<file path="src/rtl/seg_bcd_formatter.sv">
// seg_bcd_formatter: serial double-dabble binary-to-BCD converter that drives
// an 8-digit seven-segment scanner. One conversion step is done per scan_clk
// cycle, so a 27-bit value takes 27 cycles. The digit registers are updated
// all at once when a conversion completes.
// Optional feature: define SEG_LEADING_ZERO_BLANK_EN to blank leading zero
// digits. The units digit is always shown. When the macro is undefined, every
// digit enable is tied high.
module seg_bcd_formatter (
  input  logic        scan_clk,
  input  logic        rst_n,
  input  logic        start,
  input  logic [26:0] value,
  output logic        busy,
  output logic        done,
  output logic        overflow,
  output logic [3:0]  digit_0,
  output logic [3:0]  digit_1,
  output logic [3:0]  digit_2,
  output logic [3:0]  digit_3,
  output logic [3:0]  digit_4,
  output logic [3:0]  digit_5,
  output logic [3:0]  digit_6,
  output logic [3:0]  digit_7,
  output logic        digit_en_0,
  output logic        digit_en_1,
  output logic        digit_en_2,
  output logic        digit_en_3,
  output logic        digit_en_4,
  output logic        digit_en_5,
  output logic        digit_en_6,
  output logic        digit_en_7
);

  typedef enum logic {IDLE, CONV} state_t;

  // Largest value that still fits in eight decimal digits.
  localparam logic [26:0] MAX_DISPLAY = 27'd99_999_999;

  state_t      state_reg;
  logic [26:0] shift_reg;
  logic [31:0] acc_reg;
  logic [4:0]  count_reg;
  logic        ovf_pend_reg;
  logic [31:0] digits_reg;
  logic        done_reg;
  logic        ovf_reg;

  logic [31:0] acc_adj;
  logic [58:0] step_word;
  logic [31:0] acc_next;
  logic [26:0] shift_next;
  logic [31:0] final_digits;

  // Add-3 correction on each BCD nibble before the shift.
  genvar gi;
  generate
    for (gi = 0; gi < 8; gi++) begin : g_adj
      assign acc_adj[gi*4 +: 4] = (acc_reg[gi*4 +: 4] >= 4'd5) ?
                                  acc_reg[gi*4 +: 4] + 4'd3 : acc_reg[gi*4 +: 4];
    end
  endgenerate

  assign step_word  = {acc_adj, shift_reg} << 1;
  assign acc_next   = step_word[58:27];
  assign shift_next = step_word[26:0];

  // Out-of-range values saturate to all nines. This is decided at capture time
  // because the accumulator cannot represent a ninth digit.
  assign final_digits = ovf_pend_reg ? 32'h9999_9999 : acc_next;

`ifdef SEG_LEADING_ZERO_BLANK_EN
  logic [7:0] en_reg;
  logic [7:0] en_next;

  // A digit is lit when it, or any more significant digit, is nonzero.
  assign en_next[7] = |final_digits[31:28];
  generate
    for (gi = 1; gi < 7; gi++) begin : g_blank
      assign en_next[gi] = en_next[gi+1] | (|final_digits[gi*4 +: 4]);
    end
  endgenerate
  assign en_next[0] = 1'b1;
`endif

  // Conversion control: capture on start, step once per cycle in CONV, and
  // publish the digits, enables and overflow together on the final step.
  always_ff @(posedge scan_clk or negedge rst_n) begin
    if (!rst_n) begin
      state_reg    <= IDLE;
      shift_reg    <= '0;
      acc_reg      <= '0;
      count_reg    <= '0;
      ovf_pend_reg <= 1'b0;
      digits_reg   <= '0;
      done_reg     <= 1'b0;
      ovf_reg      <= 1'b0;
`ifdef SEG_LEADING_ZERO_BLANK_EN
      en_reg       <= 8'b0000_0001;
`endif
    end else begin
      done_reg <= 1'b0;
      case (state_reg)
        IDLE: begin
          if (start) begin
            shift_reg    <= value;
            acc_reg      <= '0;
            count_reg    <= 5'd27;
            ovf_pend_reg <= (value > MAX_DISPLAY);
            state_reg    <= CONV;
          end
        end
        CONV: begin
          shift_reg <= shift_next;
          acc_reg   <= acc_next;
          count_reg <= count_reg - 5'd1;
          if (count_reg == 5'd1) begin
            state_reg  <= IDLE;
            digits_reg <= final_digits;
            ovf_reg    <= ovf_pend_reg;
            done_reg   <= 1'b1;
`ifdef SEG_LEADING_ZERO_BLANK_EN
            en_reg     <= en_next;
`endif
          end
        end
        default: state_reg <= IDLE;
      endcase
    end
  end

  assign busy     = (state_reg == CONV);
  assign done     = done_reg;
  assign overflow = ovf_reg;

  assign digit_0 = digits_reg[3:0];
  assign digit_1 = digits_reg[7:4];
  assign digit_2 = digits_reg[11:8];
  assign digit_3 = digits_reg[15:12];
  assign digit_4 = digits_reg[19:16];
  assign digit_5 = digits_reg[23:20];
  assign digit_6 = digits_reg[27:24];
  assign digit_7 = digits_reg[31:28];

`ifdef SEG_LEADING_ZERO_BLANK_EN
  assign digit_en_0 = en_reg[0];
  assign digit_en_1 = en_reg[1];
  assign digit_en_2 = en_reg[2];
  assign digit_en_3 = en_reg[3];
  assign digit_en_4 = en_reg[4];
  assign digit_en_5 = en_reg[5];
  assign digit_en_6 = en_reg[6];
  assign digit_en_7 = en_reg[7];
`else
  assign digit_en_0 = 1'b1;
  assign digit_en_1 = 1'b1;
  assign digit_en_2 = 1'b1;
  assign digit_en_3 = 1'b1;
  assign digit_en_4 = 1'b1;
  assign digit_en_5 = 1'b1;
  assign digit_en_6 = 1'b1;
  assign digit_en_7 = 1'b1;
`endif

endmodule

</file>
<file path="config.mk">
export PLATFORM = sky130hd
export DESIGN_NAME = seg_bcd_formatter
export DESIGN_NICKNAME = d
export VERILOG_FILES = /design/src/rtl/seg_bcd_formatter.sv
export SDC_FILE = /design/constraint.sdc
export NUM_CORES = 1
export LEC_CHECK = 0
export BUFFER_PORTS_ARGS = -buffer_cell sky130_fd_sc_hd__buf_2
export CAP_MARGIN = 20
export CORE_UTILIZATION = 55
export DETAILED_ROUTE_END_ITERATION = 6
export GPL_TIMING_DRIVEN = 0
export HOLD_SLACK_MARGIN = 0.05
export PLACE_DENSITY_LB_ADDON = 0.1
export SLEW_MARGIN = 30
export SYNTH_ARGS = -nofsm -noshare
export SYNTH_HDL_FRONTEND = slang
export SYNTH_SLANG_ARGS = --single-unit
</file>
<file path="constraint.sdc">
create_clock -name scan_clk -period 1.9 [get_ports scan_clk]
set_input_delay 0.095 -clock scan_clk [delete_from_list [all_inputs] [get_ports scan_clk]]
set_output_delay 0.095 -clock scan_clk [all_outputs]
set_load 0.1 [all_outputs]
</file>
After elaboration in Yosys (flattened, before gate mapping)
Index checks and enable logic that the tools add are counted.

storage, ports and cells
  input port bits = 30
  output and inout port bits = 43
  logic and storage cells = 51
  flip-flop bits (word level) = 100

operators by class
  equality and inequality tests = 2
  $add $sub $neg = 9
  bitwise operators = 1
  reduce and logical (&&, ||, !) cells = 2
  $lt $le $gt $ge = 9
  mux-type cells = 20

operators with widths
  operator                number
  $mux W32                2
  $pmux W32 S2            1
  $pmux W27 S2            1
  $ge A4 B3 Y1 const B    8
  $add A4 B2 Y4 const B   7
  $mux W4                 7
  $gt A27 B27 Y1 const B  1
  $mux W27                1
  $pmux W5 S2             1
  $eq A5 B1 Y1 const B    1
  $mux W5                 1
  $sub A5 B1 Y5 const B   1
  $mux W1                 4
  $reduce_and A2 Y1       2
  $add A3 B2 Y3 const B   1
  $mux W3                 1
  $ne A2 B2 Y1 const B    1
  $pmux W1 S2             1
  $not A1 Y1              1

Logic depth before layout (Yosys ltp)
  depth in word-level cells = 3
  gate-level depth with buffers = 7
  mapped depth without buffers = 6

Least setup slack after synthesis
No wires, ideal clock.

  path kind = register to register
  start point = register state_reg (netlist: busy)
  end point = register digits_reg[18]
  cell stages (with the launch flop) = 6
  arrival time = 1871 ps
  required time = 1778 ps
  path buffers = 3
  library setup time = 122 ps
  clock period less this slack = 1993 ps
  path slack = -93 ps
  path through = dfrtp_1 > buf_2 > nand4b_2 > buf_4 > buf_6 > a22o_1

between the ends
  word-level cells in the longest chain between the ends = 1

ends and longest elaborated chain
  what                                line  RTL
  from (decl)                         39    state_t state_reg;
  from (signal assigned)              89    state_reg <= IDLE;
  from (signal assigned)              109   state_reg <= CONV;
  from (signal assigned)              117   state_reg <= IDLE;
  $reduce_and A2 Y1 (no source line)  --
  to (signal assigned)                118   digits_reg <= final_digits;
  to (decl)                           44    logic [31:0] digits_reg;

No other way between the ends.
A chain may end at the register's enable or synchronous reset.

Final worst setup path
  start point = register count_reg[0]
  end point = register digits_reg[0]

between the ends
  word-level cells in the longest chain between the ends = 2

ends and longest elaborated chain
  what                                line  RTL
  from (decl)                         42    logic [4:0] count_reg;
  from (signal assigned)              115   count_reg <= count_reg - 5'd1;
  $eq A5 B1 Y1                        116   if (count_reg == 5'd1) begin
  $reduce_and A2 Y1 (no source line)  --

No other way between the ends.

==> impl_metrics.tcl <==
set metrics [dict create \
    fin_crit_sh_pct 88.0 \
    clkTransAtPathRegs_ps 90 \
    maxSlewViolCount 0 \
    worst-r2r-setup-slack_ps 230 \
    synth.area.top_cells "dfrtp_1, mux2i_1, ha_1" \
    async_flop_share_pct 100 \
    first_pass_iters 4 \
    cts_buffers 9 \
    maxCapViolCount 0 \
    grtUsageTotal_pct 26.1 \
    fin_crit_ps 1670 \
    synth_edf_count 0 \
    arrival_ps 1920 \
    holdBufCountCts 13 \
    io_buffers 63 \
    hold_path.class "in2reg" \
    synth_area_per_cell_sq_um 10.3 \
    layout.cells.non_filler 677 \
    clock_skew_ps 7.32 \
    die_x_um 96.0 \
    crit_type "reg2reg" \
    outcome "finished clean" \
    clock-sinks 100 \
    n_fill_cell 679 \
    synth_seq_cells 100 \
    start_kind "flip-flop" \
    syn2layout_area_growth_pct 18.2 \
    cts_max_level 3 \
    tns_ps 0 \
    clk_latency_ps 360 \
    gp_congestion 0.810 \
    drt_iter0_drc 184 \
    crit_fanout 10 \
    rsz0062_at_grt "no" \
    synth_cell_types 35 \
    rows 33 \
    cts_tree "yes" \
    hold_viol_final 0 \
    insertedDiodeCount 0 \
    yosysTopAreaCell "dfrtp_1" \
    num-nets-final 615 \
    slowest_delay_ps 440 \
    critPathSlowestCell "dfrtp_1" \
    drc 0 \
    root_buffer "clkbuf_8" \
    drtAntennaViolNets 0 \
    grt_pass1_vias 3835 \
    core-area_sq_um 8380 \
    placedCellCount 648 \
    placed_area_sq_um 5370 \
    vias 3810 \
    yosys_most_used_dff "dfrtp_1" \
    dieArea_sq_um 9220 \
    drt-total-wl_mm 10.9 \
    max_slew_margin_pct 57.5 \
    fmax_mhz 598 \
    start_util_pct 58.0 \
    dieHeight_um 96.0 \
    wl_per_cell_um 16.1 \
    grt_max_degree 67 \
    synth_top_cell_area_share_pct 51.4 \
    cp-end-kind "flip-flop" \
    clock_path_buffers 2 \
    gr-total-overflow 0 \
    cp_data_required_time_ps 2150 \
    pin_count 73 \
    crit_chain "ha_1, nand4b_2, clkinv_1, buf_4, o21ai_0, nand2_1" \
    synth_area_sq_um 4860 \
    vias_per_cell 5.63 \
    antenna_found_initial 0 \
    setup_viol_count_final 0 \
    dp_hpwl_mm 7.61 \
    crit_buf_inv 2 \
    drive_above_1_share_pct 19.4 \
    ctsResizeCount 0 \
    worst_pin_slew_ps 637 \
    finalInstanceArea_sq_um 5750 \
    yosysWarningCount 0 \
    synthCells 472 \
    postCtsSetupBuffers 0 \
    critical_path.top_delay_family "buffers and inverters" \
    ys_seq_area_share_pct 51.4 \
    grt_pass1_wl_mm 18.2 \
]
==> cells in the mapped netlist (2+ instances only) <==
library cell,instances
nand2_1,48
nor3b_1,24
xnor2_1,10
o22ai_1,16
inv_1,18
a31oi_1,8
a21o_1,16
nor2_2,2
a21oi_1,36
ha_1,18
nor3_1,13
mux2i_1,35
o21ai_0,36
a22o_1,16
clkbuf_1,9
dfrtp_1,100
nor2_1,18
buf_2,11
buf_4,14
clkinv_1,2
nand2b_1,8
==> tightest hold or removal path: stages <==
cell and delay (ps):
buf_2 80, mux2i_1 60, o21ai_0 140
==> layout by cell type (no fill, tap or decap), types with 2 or more instances in the layout <==
master / synthesis / layout
conb_1: 1 / 8
a22o_1: 16 / 16
ha_1: 18 / 18
nor3_1: 13 / 13
o21ai_0: 36 / 36
nand2b_1: 8 / 8
a21oi_1: 36 / 36
inv_1: 18 / 18
mux2i_1: 35 / 35
nor2_2: 2 / 2
nor3b_1: 24 / 24
xnor2_1: 10 / 10
buf_4: 14 / 14
clkbuf_8: 0 / 10
buf_6: 1 / 2
a31oi_1: 8 / 8
o22ai_1: 16 / 16
clkinv_1: 2 / 2
dlygate4sd3_1: 0 / 13
bufinv_16: 0 / 3
nand2_1: 48 / 48
dfrtp_1: 100 / 99
nor2_1: 18 / 18
clkbuf_1: 9 / 9
buf_2: 11 / 73
a21o_1: 16 / 16
==> layout make-up <==
class                      instances  area [sq um]  area share (%)
sequential                       100          2500            43.5
buffer                            36           209            3.63
tap                              105           131            2.28
clock buffer                      10           138            2.39
timing repair buffer              77           479            8.33
inverter                          21          78.8            1.37
multi-input combinational        322          2100            36.5
clock inverter                     6           111            1.94
==> metal layers <==
layer  up-vias  global-route usage [%]  share of wire, %
li1       1824                       -                 -
met3        11                    3.40               3.6
met5         -                       0                 0
met2        83                    44.8                49
met1      1892                    34.3                46
met4         0                    8.33              0.96
==> cell families after synthesis <==
logic type      Yosys count  synth area share [%]
buf+inv                  57                  5.92
fa+ha+maj                18                  4.63
xor+xnor                 11                  1.98
compound gates          131                  16.3
flops                   100                  51.4
mux                      35                  7.20
other cells               1                0.0771
simple gates            119                  12.4
==> per-stage QoR <==
step                      hold slack, ps  setup WS, ps  util, %
after floorplan                     -201           195        -
after global placement               353          -516     63.7
after detailed placement            7.18           249     64.1
after CTS                           51.4           235     68.6
after global routing                68.3           116     68.6
final                               47.1           228     68.6
==> worst paths after layout <==
check / to / startpoint / depth (start not counted)
min reg2reg: digits_reg[0]$_DFFE_PN0P_ / digits_reg[0]$_DFFE_PN0P_ / 2
min: shift_reg[6]$_DFFE_PN0P_ / value[6] / 3
max reg2reg: digits_reg[0]$_DFFE_PN0P_ / count_reg[0]$_DFFE_PN0P_ / 6
min in group asynchronous: digits_reg[17]$_DFFE_PN0P_ / rst_n / 2
max in group asynchronous: busy$_DFF_PN0_ / rst_n / 3
max: digits_reg[0]$_DFFE_PN0P_ / count_reg[0]$_DFFE_PN0P_ / 6
Power is left out: the tool's default activity adds up to more than one toggle a clock period on the data nets, which glitch-free logic cannot reach.
